File: src/rtl/inst_queue_pkg.sv
// Shared types and constants for the instruction queue between fetch and decode/issue.
// Optional build macro INST_QUEUE_BYPASS_EN is consumed by inst_queue.sv.
package inst_queue_pkg;

  localparam int IQ_SIZE  = 16;
  localparam int IQ_POS_W = 4;

  typedef logic [31:0]         inst_t;
  typedef logic [31:0]         addr_t;
  typedef logic [IQ_POS_W-1:0] iq_pos_t;

  localparam logic  TRUE      = 1'b1;
  localparam logic  FALSE     = 1'b0;
  localparam inst_t ZERO_WORD = 32'h0000_0000;

  typedef struct packed {
    inst_t inst;
    addr_t pc;
    logic  pred_jump;
  } iq_entry_t;

  localparam iq_entry_t IQ_ENTRY_ZERO = '{inst: ZERO_WORD, pc: ZERO_WORD, pred_jump: FALSE};

endpackage

File: src/rtl/inst_queue.sv
// Instruction queue: circular FIFO of {inst, pc, pred_jump} from the fetcher to decode/issue.
// Define INST_QUEUE_BYPASS_EN to let an empty queue forward the incoming entry in the same cycle.
module inst_queue
  import inst_queue_pkg::*;
#(
  parameter int IQ_DEPTH = IQ_SIZE,
  parameter int IQ_PTR_W = IQ_POS_W
) (
  input  logic        clk,
  input  logic        rst,
  input  logic        rdy,
  input  logic        flush,
  input  logic        in_valid,
  input  logic [31:0] in_inst,
  input  logic [31:0] in_pc,
  input  logic        in_pred_jump,
  output logic        iq_full,
  input  logic        out_ready,
  output logic        out_valid,
  output logic [31:0] out_inst,
  output logic [31:0] out_pc,
  output logic        out_pred_jump
);

  typedef logic [IQ_PTR_W-1:0] ptr_t;
  typedef logic [IQ_PTR_W:0]   cnt_t;

  localparam cnt_t DEPTH_C = cnt_t'(IQ_DEPTH);

  inst_t inst_mem [IQ_DEPTH];
  addr_t pc_mem   [IQ_DEPTH];
  logic  pred_mem [IQ_DEPTH];

  ptr_t head_q, head_d;
  ptr_t tail_q, tail_d;
  cnt_t count_q, count_d;

  logic empty;
  logic full;
  logic bypass;
  logic push;
  logic pop;

  assign empty = (count_q == '0);
  assign full  = (count_q == DEPTH_C);

`ifdef INST_QUEUE_BYPASS_EN
  // An empty queue hands the incoming word straight to issue; nothing is stored.
  assign bypass = rdy & in_valid & out_ready & ~flush & empty;
`else
  assign bypass = FALSE;
`endif

  assign push = rdy & ~flush & in_valid & ~full & ~bypass;
  assign pop  = rdy & ~flush & ~empty & out_ready;

  // NOTE: every always_comb output is given a default first so no latch is inferred.
  always_comb begin
    head_d  = head_q;
    tail_d  = tail_q;
    count_d = count_q;
    if (rdy && flush) begin
      head_d  = '0;
      tail_d  = '0;
      count_d = '0;
    end else begin
      if (push) tail_d = tail_q + 1'b1;
      if (pop)  head_d = head_q + 1'b1;
      unique case ({push, pop})
        2'b10:   count_d = count_q + 1'b1;
        2'b01:   count_d = count_q - 1'b1;
        default: count_d = count_q;
      endcase
    end
  end

  // NOTE: sequential state is written with non-blocking assignments only.
  always_ff @(posedge clk or negedge rst) begin
    if (!rst) begin
      head_q  <= '0;
      tail_q  <= '0;
      count_q <= '0;
    end else begin
      head_q  <= head_d;
      tail_q  <= tail_d;
      count_q <= count_d;
    end
  end

  // NOTE: storage arrays carry no reset; count_q alone decides which slots are meaningful.
  always_ff @(posedge clk) begin
    if (push) begin
      inst_mem[tail_q] <= in_inst;
      pc_mem[tail_q]   <= in_pc;
      pred_mem[tail_q] <= in_pred_jump;
    end
  end

  always_comb begin
    out_valid     = FALSE;
    out_inst      = IQ_ENTRY_ZERO.inst;
    out_pc        = IQ_ENTRY_ZERO.pc;
    out_pred_jump = IQ_ENTRY_ZERO.pred_jump;
    if (bypass) begin
      out_valid     = TRUE;
      out_inst      = in_inst;
      out_pc        = in_pc;
      out_pred_jump = in_pred_jump;
    end else if (!empty) begin
      out_valid     = TRUE;
      out_inst      = inst_mem[head_q];
      out_pc        = pc_mem[head_q];
      out_pred_jump = pred_mem[head_q];
    end
  end

  assign iq_full = full;

`ifndef SYNTHESIS
  always @(posedge clk) begin
    if (rst && rdy && in_valid && full)
      $warning("inst_queue: push while full dropped (inst=0x%08h pc=0x%08h)", in_inst, in_pc);
  end
`endif

endmodule
File: config.mk
export PLATFORM = sky130hd
export DESIGN_NAME = inst_queue
export DESIGN_NICKNAME = d
export VERILOG_FILES = /design/src/rtl/inst_queue_pkg.sv /design/src/rtl/inst_queue.sv
export SDC_FILE = /design/constraint.sdc
export NUM_CORES = 1
export LEC_CHECK = 0
export ABC_AREA = 0
export ABC_CLOCK_PERIOD_IN_PS = 7480
export BUFFER_PORTS_ARGS = -buffer_cell sky130_fd_sc_hd__buf_4
export CORE_MARGIN = 1
export CORE_UTILIZATION = 56
export CTS_CLUSTER_SIZE = 24
export DETAILED_ROUTE_END_ITERATION = 7
export GPL_ROUTABILITY_DRIVEN = 0
export MAX_ROUTING_LAYER = met4
export PLACE_DENSITY = 0.76
export SLEW_MARGIN = 40
export SYNTH_ARGS = -nofsm -noshare
export SYNTH_HDL_FRONTEND = slang
export SYNTH_SLANG_ARGS = --single-unit
File: constraint.sdc
create_clock -name clk -period 7.48 [get_ports clk]
set_input_delay 0.374 -clock clk [delete_from_list [all_inputs] [get_ports clk]]
set_output_delay 0.374 -clock clk [all_outputs]
set_load 0.05 [all_outputs]
---- Yosys cells after proc, flatten, opt, wreduce, memory -nomap -nowiden ----
Memories as Yosys holds them, arrays and structs flattened.
Index checks and enable logic that the tools add are counted.
operators by class
  add/subtract/negate cells ............... 4
  eq/ne operators ......................... 3
  mux-type cells .......................... 12
  bitwise logic cells ..................... 8
  reduce and logical (&&, ||, !) cells .... 5
operators by type and width
  operator                                              number
  two-way mux 32 bit                                    2
  two-way mux 4 bit                                     4
  case mux 5 bit (2 select lines)                       1
  adder 4 x 1 -> 4 bit (second input constant)          2
  adder 5 x 1 -> 5 bit (second input constant)          1
  bitwise AND 1 bit                                     5
  equality test 5 bit (second input constant)           1
  zero test 5 bit                                       1
  two-way mux 5 bit                                     1
  subtractor 5 x 1 -> 5 bit (second input constant)     1
  two-way mux 1 bit                                     4
  nonzero test 2 bit                                    2
  inverter 1 bit                                        3
  nonzero test 3 bit                                    1
  equality test 2 x 1 -> 1 bit (second input constant)  1
  equality test 2 bit (second input constant)           1
  logical AND 1 bit                                     1
storage, ports and cells
  register bits ........................... 13
  bits in writable memories ............... 1,040
  bits of input ports ..................... 71
  output and inout port bits .............. 67
  word-level logic and storage cells ...... 38
  memories ................................ 3
memory list
  memory    depth  bits a word  rd ports  clocked after memory_dff  wr ports  line              source
  inst_mem  16     32           1         0                         1         inst_queue.sv:30  inst_t inst_mem [IQ_DEPTH];
  pc_mem    16     32           1         0                         1         inst_queue.sv:31  addr_t pc_mem [IQ_DEPTH];
  pred_mem  16     1            1         0                         1         inst_queue.sv:32  logic pred_mem [IQ_DEPTH];

---- Logic depth before layout (Yosys ltp) ----
  word-level depth ........................ 7
  mapped depth ............................ 11
  mapped depth without buffers ............ 9

---- Worst setup path before layout ----
No wires, ideal clock.
  path type ............................... register -> register
  start ................................... reg count_q[1]
  end ..................................... mem inst_mem[0][0] (netlist bit) (enable)
  library setup time ...................... 649 ps
  arrival ................................. 7,093 ps
  data required time ...................... 6,831 ps
  setup slack ............................. -263 ps
  stages on the path, launching flop included .. 6
  buffers on the path ..................... 2
  clock period less this slack ............ 7,743 ps
  cell sequence ........................... dfrtp_1 > buf_2 > or4_4 > buf_6 > o2111ai_2 > nor4_1
on the way
  cells in the longest elaborated chain, start to end .. 5
ends and longest elaborated chain
  what                                     line              source
  start, declared                          inst_queue.sv:36  cnt_t count_q, count_d;
  start signal, assigned                   inst_queue.sv:86  count_q <= count_d;
  equality test 5 bit                      inst_queue.sv:45  assign full = (count_q == DEPTH_C);
  inverter 1 bit                           inst_queue.sv:54  assign push = rdy & ~flush & in_valid & ~full & ~bypass;
  bitwise AND 1 bit                        inst_queue.sv:54
  two-way mux 1 bit                        inst_queue.sv:92  if (push) begin
  two-way mux 1 bit (not written as such)  inst_queue.sv:93  inst_mem[tail_q] <= in_inst;
  end, declared                            inst_queue.sv:30
Every way passes these cells.

---- Worst setup path after layout ----
  start ................................... reg head_q[0]
  end ..................................... out out_inst[21]
on the way
  cells in the longest elaborated chain, start to end .. 2
ends and longest elaborated chain
  what                       line               source
  start, declared            inst_queue.sv:34   ptr_t head_q, head_d;
  start signal, assigned     inst_queue.sv:80   head_q <= '0;
  start signal, assigned     inst_queue.sv:84   head_q <= head_d;
  memory read (16 x 32 bit)  --
  two-way mux 32 bit         inst_queue.sv:109  end else if (!empty) begin
  end, declared              inst_queue.sv:20   output logic [31:0] out_inst,
Every way passes these cells.

==> metrics.txt <==
WP data required=around 7000 ps; Max-slew headroom=0.434; core area=approximately 0.07 sq mm; crit-path max FO=60; Logic pwr share=0.218; synthesized cell area=a little over 0.04 sq mm; Startpoint Class=flop; fin. max-slew vios=0; clk_skew=around 22 ps; Post-DRT Antenna Nets=0; most common cell after layout, fill and taps aside=edfxtp_1; final setup violation count=0; setup bufs post-CTS=0; P&R area growth vs syn=14.4%; Synth area leaders=edfxtp_1 77%, mux4_2 18%, nor2b_1 1.0%; asr flop ratio synth=0.0123; IR Drop Worst-Case VDD=0.000286 V; largest net degree at the start of global routing=roughly 120; H-tree levels=3; Main synth FF type=edfxtp_1; Final Hold Vio Count=0; syn_nets=around 1700; Synth Instances=~1600; Die Span Y=roughly 270 um; share of layout cells above drive strength 1=0.346; die area=0.0731 sq mm; status=complete, no violations; # port buffers=around 140; vias in the first global route=~19000; max-cap violations=0; grt ovf=0; Clock Path Buffers=3; post-synth cell types=42; Non-Filler Instances=around 2900; nets=~1900; P_sw=roughly 4 mW; pwr dens=316 mW/mm^2; # IOs=around 140; post-CTS sizing=0; DP HPWL=between 40 and 50 mm; Clock Latency Late Sink=650 ps; period utilization=0.560; cell internal pwr=10.5 mW; worst hold slack=between 20 and 25 ps; HP Class=in -> reg; Clk pwr share=0.330; root buf cell=clkbuf_16; Die X=270 um; unrepaired setup endpoints after global routing=no; clock-pin slew on the worst setup and hold paths=roughly 60 ps; Tmin final=between 4000 and 5000 ps; Synth top area share=0.775; Leak=roughly 14 nW; CTS tree=yes; Sw Ratio=0.276; Vias=18500; residual DRC count=0; startpoint of the worst register-to-register path=count_q[2]; Data arrival, critical path=about 3800 ps; Clock Sinks=1053; Starting Density=0.565; Slew @ Worst Pin=around 850 ps; synth warn=0; GRT Overall Usage=0.258; Crit. Startpoint=head_q[0]; register area share after synthesis=0.783; DR pass1 iterations=7; WL per Instance=slightly above 30 um; most frequent cells in the layout=1040 x edfxtp_1, 325 x mux4_2, 169 x buf_4, 101 x clkbuf_16, 65 x nor2b_1; Hold Startpoint=in_inst[13]; Seq cells post-synth=1053; Routed Wire Length=approximately 90 mm; initial drt markers=about 2200; via/cell ratio=6.39; setup TNS=0 ps; Achievable Freq=approximately 240 MHz; Crit. End Element=output pin; Sequential Power Share=0.453; # placed instances=roughly 2700; CTS Buf Count=100; area leader, netlist=edfxtp_1; Post-synth EDFFs=~1000; initial antenna violation count=5; first-pass GRT wire length=between 100 and 150 mm; WS Path Type=reg -> out; row count=between 90 and 100; Avg Inst Size Synth=24.8 sq um; Final Core Density=0.646
==> Yosys cell counts, drive strengths merged (2+ instances only) <==
cell / count
nand3: 5
nor3: 6
nand2: 6
nor2: 19
mux4: 325
inv: 10
clkbuf: 45
ha: 6
mux2i: 4
nand4: 2
a21oi: 4
nor4: 5
xor2: 3
edfxtp: 1040
mux2: 2
dfrtp: 13
buf: 41
and2: 5
nor2b: 65
xnor2: 5
==> flip-flops by register name (all words and copies together), names as in the netlist <==
register  cells
count_q       5
pred_mem     16
head_q        4
inst_mem    512
tail_q        4
pc_mem      512
==> path summary, 6_finish.rpt <==
| path | endpoint | slack (ps) | depth (start not counted) |
|---|---|---|---|
| max | out_inst[21] | 3290 | 7 |
| min | inst_mem[14][13] | 20 | 1 |
| max reg2reg | pc_mem[12][1] | 4050 | 6 |
| min reg2reg | tail_q[1] | 610 | 2 |
| max in group asynchronous | head_q[3] | 7180 | 2 |
| min in group asynchronous | count_q[3] | 100 | 2 |
==> final cells by class <==
class                   count  area [sq um]
diodes                      4          10.0
clock buffers             124          2610
clock inverters            61           455
fillers                  4494         25200
inverters                  10          37.5
multi-input cells         480          8440
flip-flops and latches   1053         31600
well taps                 950          1190
repair buffers            214          1820
==> stage by stage <==
stage                     instance area, sq um  setup slack [ps]  total power [mW]
final                                    46100              3290              14.6
after global routing                     46100              3080              15.0
after CTS                                46100              3190              14.7
after detailed placement                 42700              3890              9.90
after global placement                   42600              4060              9.84
after floorplan                          40300              -263              9.03
==> power groups by stage <==
stage	registers, mW	logic, mW	clock network, mW
3_5_place_dp	6.71	3.19	0
3_3_place_gp	6.70	3.13	0
6_report	6.59	3.17	4.80
5_1_grt	6.59	3.35	5.08
2_1_floorplan	6.68	2.35	0
4_1_cts	6.59	3.23	4.86
==> worst max-delay path, stage by stage, from the launching register on <==
cell	delay, ps
dfrtp_4	550
buf_12	210
buf_16	340
buf_16	410
mux4_2	580
mux4_2	550
nor2b_1	170
buf_4	220
==> cell families after synthesis <==
logic type / synth area share
compound gates: 0.00372
buf+inv: 0.0104
flops: 0.783
xor+xnor: 0.00174
fa+ha+maj: 0.00186
simple gates: 0.0165
mux: 0.183
==> repair_timing <==
| action | 4_1_cts | 5_1_grt |
|---|---|---|
| hold buffers | 32 | 0 |
| endpoints found under the setup margin | 0 | 0 |
| endpoints found under the hold margin | 362 | 0 |
==> per-layer routing <==
metal | global-route usage | up-vias | share of wire
li1 | - | 7499 | -
met1 | 0.339 | 9923 | 0.38
met2 | 0.432 | 940 | 0.53
met3 | 0.0369 | 140 | 0.074
met4 | 0.0629 | 0 | 0.020
met5 | - | - | 0
Note: power is estimated with default switching activity, not from simulation.
